## config.mk

```make
export PLATFORM = sky130hd
export DESIGN_NAME = conv_enc_frame_ctrl
export DESIGN_NICKNAME = d
export VERILOG_FILES = /design/src/rtl/conv_enc_frame_ctrl.sv
export SDC_FILE = /design/constraint.sdc
export NUM_CORES = 1
export LEC_CHECK = 0
export ABC_CLOCK_PERIOD_IN_PS = 2800
export CAP_MARGIN = 20
export CELL_PAD_IN_SITES_DETAIL_PLACEMENT = 0
export CELL_PAD_IN_SITES_GLOBAL_PLACEMENT = 1
export CORE_MARGIN = 4
export CORE_UTILIZATION = 39
export CTS_CLUSTER_DIAMETER = 50
export DETAILED_ROUTE_END_ITERATION = 8
export PLACE_DENSITY = 0.72
export SLEW_MARGIN = 20
export SYNTH_ARGS = -nofsm -noshare
export SYNTH_HDL_FRONTEND = slang
export SYNTH_SLANG_ARGS = --single-unit
```

## constraint.sdc

```tcl
create_clock -name CLK -period 2.8 [get_ports CLK]
set_input_delay 0.28 -clock CLK [delete_from_list [all_inputs] [get_ports CLK]]
set_output_delay 0.28 -clock CLK [all_outputs]
set_load 0.01 [all_outputs]
```

## src/rtl/conv_enc_frame_ctrl.sv

```systemverilog
// Frame controller around a K=3 (7,5) convolutional encoder: takes info bits, appends a zero
// tail, optionally punctures to rate 3/4, and streams coded bits out one per handshake.
module conv_enc_frame_ctrl #(
    parameter int LEN_W     = 12,
    parameter int TAIL_BITS = 2
) (
    input  logic             CLK,
    input  logic             RST,
    input  logic             start,
    input  logic [LEN_W-1:0] frame_len,
    input  logic             rate_sel,
    input  logic             in_bit,
    input  logic             in_valid,
    output logic             in_ready,
    output logic             out_bit,
    output logic             out_valid,
    input  logic             out_ready,
    output logic             out_last,
    output logic             busy,
    output logic             done,
    output logic [1:0]       fsm_state
);

    // Handshakes: a transfer happens on a rising CLK edge where valid && ready are both high;
    // out_bit/out_last hold while out_valid && !out_ready, and the source holds in_bit likewise.

    typedef enum logic [1:0] {IDLE, DATA, TAIL, DRAIN} state_t;

    localparam logic [LEN_W-1:0] TAIL_LAST = LEN_W'(TAIL_BITS - 1);

    state_t           state, state_nxt;
    logic [LEN_W-1:0] len_q;
    logic             rate_q;
    logic [LEN_W-1:0] cnt;
    logic [1:0]       enc;        // {s1, s0}
    logic [1:0]       phase;
    logic [1:0]       pend;       // head of the pending queue is bit 0
    logic [1:0]       pend_cnt;
    logic             last_q;
    logic             done_q;

    logic             step_en;
    logic             step_bit;
    logic             g0, g1;
    logic [1:0]       load_bits;
    logic [1:0]       load_cnt;
    logic             out_hs;

    always_comb begin
        state_nxt = state;
        step_en   = 1'b0;
        step_bit  = 1'b0;
        out_hs    = (pend_cnt != 2'd0) && out_ready;
        case (state)
            IDLE: begin
                if (start && (frame_len != '0)) state_nxt = DATA;
            end
            DATA: begin
                if (in_valid && (pend_cnt == 2'd0)) begin
                    step_en  = 1'b1;
                    step_bit = in_bit;
                    if (cnt == len_q - 1'b1) state_nxt = TAIL;
                end
            end
            TAIL: begin
                if (pend_cnt == 2'd0) begin
                    step_en = 1'b1;
                    if (cnt == TAIL_LAST) state_nxt = DRAIN;
                end
            end
            DRAIN: begin
                if (out_hs && (pend_cnt == 2'd1)) state_nxt = IDLE;
            end
            default: state_nxt = IDLE;
        endcase

        g0 = step_bit ^ enc[0] ^ enc[1];
        g1 = step_bit ^ enc[1];

        // Puncturing pattern for rate 3/4 over phases 0,1,2: {g0,g1}, {g0}, {g1}
        load_bits = {g1, g0};
        load_cnt  = 2'd2;
        if (rate_q && (phase == 2'd1)) begin
            load_bits = {1'b0, g0};
            load_cnt  = 2'd1;
        end else if (rate_q && (phase == 2'd2)) begin
            load_bits = {1'b0, g1};
            load_cnt  = 2'd1;
        end
    end

    always_ff @(posedge CLK) begin
        if (RST) begin
            state    <= IDLE;
            len_q    <= '0;
            rate_q   <= 1'b0;
            cnt      <= '0;
            enc      <= 2'b00;
            phase    <= 2'd0;
            pend     <= 2'b00;
            pend_cnt <= 2'd0;
            last_q   <= 1'b0;
            done_q   <= 1'b0;
        end else begin
            state  <= state_nxt;
            done_q <= (state == DRAIN) && (state_nxt == IDLE);

            if ((state == IDLE) && (state_nxt == DATA)) begin
                len_q  <= frame_len;
                rate_q <= rate_sel;
                cnt    <= '0;
                enc    <= 2'b00;
                phase  <= 2'd0;
                last_q <= 1'b0;
            end

            if (step_en) begin
                pend     <= load_bits;
                pend_cnt <= load_cnt;
                enc      <= {enc[0], step_bit};
                phase    <= (phase == 2'd2) ? 2'd0 : phase + 2'd1;
                cnt      <= (state_nxt != state) ? '0 : cnt + 1'b1;
                if ((state == TAIL) && (state_nxt == DRAIN)) last_q <= 1'b1;
            end else if (out_hs) begin
                pend     <= {1'b0, pend[1]};
                pend_cnt <= pend_cnt - 2'd1;
            end

            if ((state == DRAIN) && (state_nxt == IDLE)) begin
                enc    <= 2'b00;
                last_q <= 1'b0;
            end
        end
    end

    assign in_ready  = (state == DATA) && (pend_cnt == 2'd0);
    assign out_valid = (pend_cnt != 2'd0);
    assign out_bit   = pend[0];
    assign out_last  = last_q && (pend_cnt == 2'd1);
    assign busy      = (state != IDLE);
    assign done      = done_q;
    assign fsm_state = state;

endmodule

```

==> run_results.csv, run 1 <==
group,metric,value,unit
global_route,gr-total-overflow,0,
timing,fin_crit_sh,91.6,%
critical_path,required,2.99,ns
synthesis,yosys_warnings,0,
global_route,busiest_layer,"met2",
placed_design,dp_cells,408,
drt,wl_per_cell,15.0,um
global_route,grt_pass1_vias,2168,
synthesis,synthAdderAreaFrac,4.54,%
clock_network,cts_tree,"done",
synthesis,synthArstFlopShare,0,%
critical_path,crit_type,"register to register",
die,pin_count,27,
drt,wl,6.25,mm
clock_network,cts_root_buffer,"clkbuf_8",
global_route,grt_max_degree,27,
placed_design,io_buffers,26,
cells_and_area,register_area,741,um^2
placed_design,pre_cts_slack,0.185,ns
timing,tightest_slew,0.456,ns
synthesis,synth_compound_area_share,17.6,%
cells_and_area,antenna-diode-count,0,
drt,route.detailed.drc,0,
cells_and_area,syn2layout_area_growth,22.4,%
clock_network,clkSlewWorstSetupHoldPaths,0.07,ns
min_path,hp-class,"register to register",
drt,ant_nets,0,
die,core-area,6060,um^2
global_route,grt_pass1_wl,10.4,mm
power_and_ir_drop,ir_drop,0.285,mV
die,row_count,28,
timing,fin_ws,0.234,ns
synthesis,syn_nets,336,
drt,routed_via_density,5.49,
outcome,status,"finished, final reports clean",
drt,first_pass_iters,4,
clock_network,worstSkewPairLatency,0.30,ns
global_route,gr-usage-met2,26.6,%
global_route,grt.met3_usage,3.48,%
job,max_cap_violations,0,
synthesis,synth_xor_area_share,6.35,%
timing,rsz0062_at_grt,"false",
synthesis,syn_area_per_cell,8.06,um^2
critical_path,end_kind,"register",
clock_network,cts_setup_buffers,0,
cells_and_area,n_fill_cell,596,
synthesis,yosys.area_share.simple,28.5,%
timing,finalSetupTns,0,ns
timing,fmax,390,MHz
synthesis,ys_ff_latch,37,
synthesis,syn_area,2480,um^2
timing,drv_slew,0,
clock_network,cts_sinks,37,
cells_and_area,stdcell_count,416,
global_route,antenna_found_initial,0,
clock_network,htreeDepth,2,
cells_and_area,fin_nets,368,
placed_design,gp_congestion,0.809,
timing,fin_crit,2.57,ns
power_and_ir_drop,power_density,486,nW/um^2
synthesis,synth_flop_cell,"dfxtp_1",
power_and_ir_drop,p_leak,1.14,nW
timing,hold_viol_final,0,
die,die_width,87.8,um
synthesis,synthMuxAreaShare,6.45,%
synthesis,ys_types,53,
clock_network,cts_inserted_buffers,5,
die,initial_core_util,41.0,%
critical_path,critPathMaxFanout,4,
synthesis,ys_seq_area_share,29.8,%
global_route,grt_util_met1,23.3,%
timing,fin_skew,0.00902,ns
die,die_h,87.8,um
cells_and_area,final_cell_mix,"dfxtp_1 (37), nor2_1 (33), clkdlybuf4s50_1 (26)",
timing,maxSlewHeadroom,69.6,%
synthesis,synth_top_family_by_area,"simple AND/OR/NAND/NOR gates",
drt,drtIter0Drc,79,
global_route,track_usage,17.1,%
clock_network,clock_path_buffers,2,
drt,vias,2282,
cells_and_area,multi_input_area,1600,um^2
cells_and_area,layout.cells.most_common,"dfxtp_1",
die,die_area,7710,um^2
critical_path,crit_path_start_kind,"register",
critical_path,cp.arrival,2.75,ns
synthesis,synth-edff-count,0,
timing,setup_viol,0,
placed_design,dp_hpwl,4.68,mm
cells_and_area,drive_gt1_share,10.3,%
synthesis,postSynthCellCount,308,
-- stage by stage --
step | util, % | power [mW] | hold WS [ns] | area (um^2)
4_1_cts | 49.9 | 1.49 | 0.521 | 3020
5_1_grt | 50.1 | 1.56 | 0.543 | 3040
3_3_place_gp | 47.9 | 1.00 | 0.509 | 2910
6_report | 50.1 | 1.48 | 0.521 | 3040
2_1_floorplan | - | 0.851 | 0.424 | 2480
3_5_place_dp | 47.9 | 1.00 | 0.514 | 2910
-- Yosys cell counts (7+ instances only) --
| cell | number | area [um^2] |
|---|---|---|
| xor2_1 | 8 | 70.1 |
| nand2_1 | 20 | 75.1 |
| nor4_1 | 11 | 68.8 |
| nor4b_1 | 9 | 78.8 |
| clkbuf_1 | 16 | 60.1 |
| nor2_1 | 33 | 124 |
| ha_1 | 9 | 113 |
| inv_1 | 16 | 60.1 |
| a21oi_1 | 18 | 90.1 |
| dfxtp_1 | 37 | 741 |
| nand3_1 | 7 | 35.0 |
| xnor2_1 | 10 | 87.6 |
| mux2i_1 | 16 | 160 |
| nor3_1 | 9 | 45.0 |
-- flip-flops by register name (all words and copies together) (netlist names) --
signal and flops:
len_q 12, rate_q 1, pend 2, fsm_state 2, last_q 1, pend_cnt 2
cnt 12, enc 2, done 1, phase 2
-- logic make-up (layout without fill, tap and decap cells) --
logic type	count (synthesis)	count (layout)
AOI/OAI and AO/OA	61	61
xor gates and xnor gates	18	18
adders and majority gates	9	9
buffers and inverters	38	71
DFF	37	37
muxes	16	16
and+or+nand+nor	129	129
-- power by group --
group | switching (mW) | internal, mW
registers | 0.0309 | 0.553
clock network | 0.192 | 0.290
logic | 0.209 | 0.200
total | 0.432 | 1.04
-- path summary, 6_finish.rpt --
check / startpoint / endpoint / slack [ns] / cells after the start
setup / recovery: len_q[1] / enc[0] / 0.23 / 12
hold / removal: last_q / last_q / 0.52 / 2
setup reg to reg: len_q[1] / enc[0] / 0.23 / 12
hold reg to reg: last_q / last_q / 0.52 / 2
-- timing repair --
action | CTS | global route
gates resized for setup | 0 | 2
setup endpoints to repair | 0 | 1
hold buffers | 0 | 0
-- metal layers --
metal	share of wire, %	routed length, um
met1	51	3180
met2	42	2630
met3	5.2	327
met4	1.8	112
met5	0	0
-- critical path, stage by stage, from the launching register on --
cell and delay (ns):
dfxtp_1 0.33, inv_1 0.06, ha_1 0.20, nor3b_1 0.35, a221o_1 0.22, o311a_1 0.16, o41ai_1 0.06, buf_4 0.16
a311oi_1 0.34, buf_4 0.18, o211ai_1 0.07, buf_4 0.16, and3b_1 0.16
-- layout make-up --
type / instances / area share, %
Sequential cell: 37 / 24.4
Timing Repair Buffer: 47 / 14.2
Multi-Input combinational cell: 233 / 52.6
Clock buffer: 7 / 2.84
Inverter: 16 / 1.98
Tap cell: 75 / 3.09
Clock inverter: 1 / 0.988
(Power assumes the default switching activity.)
==> run 2: changes to the inputs <==
Settings changed: ABC_CLOCK_PERIOD_IN_PS 2800 to 2060, CORE_MARGIN 4 to not set, CORE_UTILIZATION 39 to 38, PLACE_DENSITY 0.72 to 0.73.
Clock period 2.8 ns to 2.06 ns, I/O delays scaled along.
==> run_results.csv, run 2 (synthesis gave the netlist of run 1 again) <==
group,metric,value,unit
outcome,status,"finished with violations",
outcome,violations,"negative setup slack",
global_route,gr-total-overflow,0,
critical_path,slowest_delay,0.55,ns
timing,fin_skew,0.00807,ns
timing,fin_crit,2.50,ns
power_and_ir_drop,netSwitchingFraction,32.4,%
critical_path,crit_family,"compound AO/OA/AOI/OAI gates",
power_and_ir_drop,clkPwrFrac,24.8,%
power_and_ir_drop,seqPwrFrac,37.9,%
die,core-area,6310,um^2
clock_network,cts_tree,"done",
critical_path,crit_path_start_kind,"register",
clock_network,ctsHoldBuffers,0,
power_and_ir_drop,ir_drop,0.322,mV
die,die_area,6860,um^2
timing,whs,0.517,ns
global_route,antenna_found_initial,0,
drt,vias,2587,
drt,first_pass_iters,4,
critical_path,crit_slowest_cell,"or4_4",
drt,routed.top_layer,"met4",
timing,tightest_slew,0.419,ns
power_and_ir_drop,power_density,567,nW/um^2
drt,route.detailed.drc,0,
global_route,track_usage,20.8,%
die,row_count,29,
critical_path,crit_type,"register to register",
critical_path,reg2reg_from,"len_q[7]",
critical_path,reg2reg_slack,-0.44,ns
critical_path,crit_buf_inv,1,
clock_network,cts_sinks,37,
critical_path,r2r_cells,8,
clock_network,cts_inserted_buffers,5,
global_route,grt_pass1_vias,2514,
timing,fmax,400,MHz
clock_network,cts_root_buffer,"clkbuf_8",
drt,wl,7.11,mm
min_path,hp-class,"primary input to register",
cells_and_area,top_regs,"cnt (12), len_q (12)",
min_path,worstHoldPathCells,3,
job,max_cap_violations,0,
drt,drtIter0Drc,127,
timing,fin_crit_sh,121,%
cells_and_area,layout.cells.most_common,"buf_4",
cells_and_area,syn2layout_area_growth,46.7,%
cells_and_area,drive_gt1_share,30.4,%
drt,routed_via_density,5.33,
min_path,hold_path_end,"rate_q",
critical_path,critPathMaxFanout,4,
critical_path,required,2.28,ns
power_and_ir_drop,p_sw,0.669,mW
placed_design,io_buffers,26,
drt,route.met3.wl,191,um
timing,hold_viol_final,0,
cells_and_area,fin_nets,435,
cells_and_area,final_cell_mix,"buf_4 (85), nor2_1 (33), dfxtp_1 (32)",
timing,fin_ws,-0.442,ns
clock_network,clkSlewWorstSetupHoldPaths,0.08,ns
timing,rsz0062_at_grt,"true",
critical_path,r2r_end,"last_q",
timing,drv_slew,0,
clock_network,htreeDepth,2,
critical_path,crit_chain,"or4_4 > o32ai_4 > o2111ai_2 > a2111oi_4 > buf_4 > a311oi_4 > o211ai_1 > nor3b_2",
placed_design,dp_hpwl,5.41,mm
drt,wl_met1,3.26,mm
power_and_ir_drop,power.share.combinational,37.2,%
cells_and_area,final_util,57.7,%
drt,wl_met2,3.57,mm
die,die_width,82.8,um
critical_path,end_kind,"register",
timing,maxSlewHeadroom,72.0,%
global_route,grt_max_degree,33,
min_path,min-delay-start,"rate_sel",
global_route,grt_pass1_wl,11.7,mm
timing,setup_viol,18,
drt,ant_nets,0,
power_and_ir_drop,p_leak,1.50,nW
placed_design,gp_congestion,0.888,
cells_and_area,antenna-diode-count,0,
power_and_ir_drop,p_int,1.39,mW
drt,wl_per_cell,14.7,um
die,initial_core_util,39.3,%
die,pin_count,27,
clock_network,clock_path_buffers,2,
critical_path,cp.arrival,2.72,ns
clock_network,worstSkewPairLatency,0.29,ns
die,die_h,82.8,um
[run 2: cell types whose count changed in the layout (fill, tap and decap cells not counted), moves of 4 or more]
cell	change
dfxtp_1	-5
dfxtp_2	+5
a21oi_1	-4
a21oi_2	+4
buf_4	+65
[run 2: timing repair]
action / 4_1_cts / 5_1_grt
gates resized for setup: 8 / 21
setup buffers: 0 / 1
setup endpoints to repair: 20 / 33
pin swaps: 3 / 10
[run 2: per-stage QoR]
stage / setup TNS [ns] / total power, mW / setup slack [ns] / cell area [um^2] / cells
floorplan: -3.97 / 1.16 / -0.357 / 2490 / 308
global placement: -7.12 / 1.49 / -0.399 / 3410 / 476
detailed placement: -9.96 / 1.50 / -0.467 / 3410 / 476
CTS: -5.62 / 2.04 / -0.416 / 3520 / 484
global route: -7.81 / 2.18 / -0.543 / 3640 / 485
finish: -6.06 / 2.06 / -0.442 / 3640 / 485
[run 2: layout make-up]
type | count | area, um^2
multi-input cells | 233 | 1710
well taps | 77 | 96.3
repair buffers | 114 | 941
flip-flops and latches | 37 | 747
clock buffers | 6 | 72.6
fillers | 606 | 2670
clock inverters | 2 | 10.0
inverters | 16 | 60.1
[run 2: worst max-delay path by stage]
stage / startpoint / endpoint / slack (ns) / cells past startpoint
final: len_q[7] / last_q / -0.44 / 8
after global routing: len_q[7] / last_q / -0.54 / 8
after CTS: len_q[2] / cnt[7] / -0.42 / 8
after detailed placement: frame_len[11] / cnt[7] / -0.47 / 9
after global placement: frame_len[3] / cnt[7] / -0.40 / 10
after floorplan: len_q[2] / cnt[7] / -0.36 / 9
[run 2: routing by layer]
| metal | track usage (%) | vias up |
|---|---|---|
| met3 | 3.28 | 8 |
| met4 | 5.80 | 0 |
| met1 | 25.9 | 1242 |
| li1 | - | 1316 |
| met2 | 37.0 | 21 |
| met5 | 0 | - |
[run 2: worst reg2reg max path, delay by kind of cell (launching register included)]
kind / cells / cell delay (ns)
flops: 1 / 0.33
buf+inv: 1 / 0.19
simple gates: 2 / 0.76
compound gates: 5 / 1.16
[run 2: power groups by stage]
stage / Sequential (mW) / Combinational [mW] / Clock [mW]
2_1_floorplan: 0.801 / 0.360 / 0
5_1_grt: 0.786 / 0.837 / 0.557
6_report: 0.782 / 0.768 / 0.513
3_5_place_dp: 0.796 / 0.702 / 0
3_3_place_gp: 0.794 / 0.694 / 0
4_1_cts: 0.780 / 0.726 / 0.534
==> run 3: changes to the inputs <==
--- a/config.mk
+++ b/config.mk
@@ -13,5 +13,5 @@
 export CTS_CLUSTER_DIAMETER = 50
 export DETAILED_ROUTE_END_ITERATION = 8
-export PLACE_DENSITY = 0.73
+export PLACE_DENSITY_LB_ADDON = 0.1
 export SLEW_MARGIN = 20
 export SYNTH_ARGS = -nofsm -noshare
==> constraint.sdc (replaced) <==
create_clock -name CLK -period 2.06 [get_ports CLK]
set_input_delay 0.309 -clock CLK [delete_from_list [all_inputs] [get_ports CLK]]
set_output_delay 0.309 -clock CLK [all_outputs]
set_load 0.01 [all_outputs]
==> run_results.csv, run 3 (synthesis gave the netlist of run 1 again) <==
group,metric,value,unit
outcome,status,"finished with violations",
outcome,violations,"negative setup slack",
critical_path,critPathMaxFanout,5,
die,initial_core_util,39.3,%
critical_path,slowest_delay,0.55,ns
clock_network,cts_inserted_buffers,5,
clock_network,cts_sinks,37,
cells_and_area,fin_area,3740,um^2
drt,routed_via_density,5.29,
timing,drv_slew,0,
timing,fin_crit_sh,118,%
global_route,busiest_layer,"met2",
critical_path,crit_family,"compound AO/OA/AOI/OAI gates",
power_and_ir_drop,p_sw,0.661,mW
power_and_ir_drop,seqPwrFrac,35.7,%
critical_path,crit_type,"register to register",
cells_and_area,layout.cells.most_common,"buf_4",
timing,maxSlewHeadroom,70.2,%
power_and_ir_drop,clkPwrFrac,29.5,%
cells_and_area,fin_nets,443,
power_and_ir_drop,p_int,1.52,mW
critical_path,end_kind,"register",
clock_network,cts_root_buffer,"clkbuf_8",
power_and_ir_drop,netSwitchingFraction,30.3,%
timing,finalSetupTns,-5.42,ns
clock_network,cts_tree,"done",
die,die_area,6860,um^2
global_route,antenna_found_initial,1,
critical_path,crit_path_start_kind,"register",
drt,drtIter0Drc,76,
power_and_ir_drop,power_density,582,nW/um^2
power_and_ir_drop,power,2.18,mW
die,die_h,82.8,um
cells_and_area,final_cell_mix,"buf_4 (90), nor2_1 (33), dfxtp_1 (33)",
min_path,hp-class,"register to register",
die,core-area,6310,um^2
timing,fmax,412,MHz
cells_and_area,syn2layout_area_growth,50.9,%
drt,vias,2609,
drt,ant_nets,0,
global_route,gr-usage-met2,39.3,%
clock_network,clock_path_buffers,2,
critical_path,cp.arrival,2.62,ns
drt,wl_per_cell,14.6,um
cells_and_area,drive_gt1_share,32.7,%
placed_design,place_area,3460,um^2
power_and_ir_drop,p_leak,1.55,nW
timing,fin_crit,2.43,ns
die,row_count,29,
global_route,grt_max_degree,16,
die,die_width,82.8,um
clock_network,clkSlewWorstSetupHoldPaths,0.08,ns
drt,route.detailed.drc,0,
cells_and_area,top_regs,"cnt (12), len_q (12)",
global_route,gr-total-overflow,0,
placed_design,dp_hpwl,5.57,mm
placed_design,gp_congestion,0.854,
cells_and_area,n_fill_cell,587,
placed_design,dp_cells,484,
critical_path,crit_slowest_cell,"or4_4",
drt,wl,7.19,mm
power_and_ir_drop,ir_drop,0.504,mV
timing,hold_viol_final,0,
drt,first_pass_iters,4,
global_route,grt_pass1_wl,12.1,mm
critical_path,crit_chain,"or4_4 > o32ai_4 > o2111ai_2 > a2111oi_4 > and4_4 > buf_6 > nor2_1 > a211o_1",
global_route,grt.met3_usage,4.37,%
clock_network,htreeDepth,2,
clock_network,worstSkewPairLatency,0.30,ns
timing,setup_viol,18,
timing,tightest_slew,0.444,ns
job,max_cap_violations,0,
global_route,track_usage,21.8,%
critical_path,crit_buf_inv,1,
die,pin_count,27,
global_route,grt_util_met1,25.9,%
timing,fin_ws,-0.370,ns
global_route,grt_pass1_vias,2591,
critical_path,required,2.25,ns
timing,fin_skew,0.00438,ns
power_and_ir_drop,power.share.combinational,34.7,%
timing,rsz0062_at_grt,"true",
placed_design,io_buffers,26,
cells_and_area,final_util,59.3,%
cells_and_area,stdcell_count,493,
cells_and_area,antenna-diode-count,0,
==> run 3: cell count changes in the layout (fill, tap and decap cells not counted), moves of 2 or more <==
cell	previous run	this run
ha_1	8	6
buf_6	2	5
o41ai_2	0	2
nor4b_1	8	6
ha_2	0	3
o41ai_1	3	1
clkinv_2	2	0
nor4b_2	1	3
buf_4	85	90
==> run 3: layer usage <==
metal	up-vias	routed length (um)
li1	1337	-
met4	0	95
met5	-	0
met1	1239	3270
met2	24	3660
met3	9	171
==> run 3: through the flow <==
step,worst slack [ns],hold WS [ns]
6_report,-0.370,0.546
5_1_grt,-0.495,0.580
4_1_cts,-0.369,0.547
3_5_place_dp,-0.552,0.527
3_3_place_gp,-0.596,0.505
2_1_floorplan,-0.357,0.453
==> run 3: timing repair <==
item | 4_1_cts | 5_1_grt
gates cloned | 0 | 0
hold buffers | 0 | 0
setup buffers | 0 | 3
gates resized for setup | 21 | 18
pin swaps | 7 | 5
setup endpoints to repair | 19 | 24
==> run 3: layout make-up <==
cell class / instances / area (um^2) / area share (%)
Clock buffer: 6 / 72.6 / 1.94
Tap cell: 77 / 96.3 / 2.57
Clock inverter: 2 / 38.8 / 1.04
Sequential cell: 37 / 746 / 19.9
Multi-Input combinational cell: 233 / 1730 / 46.1
Inverter: 16 / 60.1 / 1.60
Timing Repair Buffer: 122 / 1010 / 26.9
==> run 3: final timing paths <==
path / from / end / slack (ns) / cells after the start
max: len_q[2] / cnt[7] / -0.37 / 8
max reg2reg: len_q[2] / cnt[7] / -0.37 / 8
min reg2reg: pend[1] / pend[1] / 0.55 / 2
min: pend[1] / pend[1] / 0.55 / 2
==> run 3: power groups by stage <==
stage | sequential, mW | clock [mW] | combinational [mW]
finish | 0.779 | 0.644 | 0.757
global route | 0.785 | 0.700 | 0.825
CTS | 0.778 | 0.667 | 0.738
detailed placement | 0.794 | 0 | 0.713
global placement | 0.793 | 0 | 0.709
floorplan | 0.801 | 0 | 0.360
==> run 3: worst register-to-register path: cells and delay by family, from the launching register on <==
family / cells / cell delay (ns)
flops: 1 / 0.32
simple gates: 3 / 0.92
buf+inv: 1 / 0.12
compound gates: 4 / 0.96
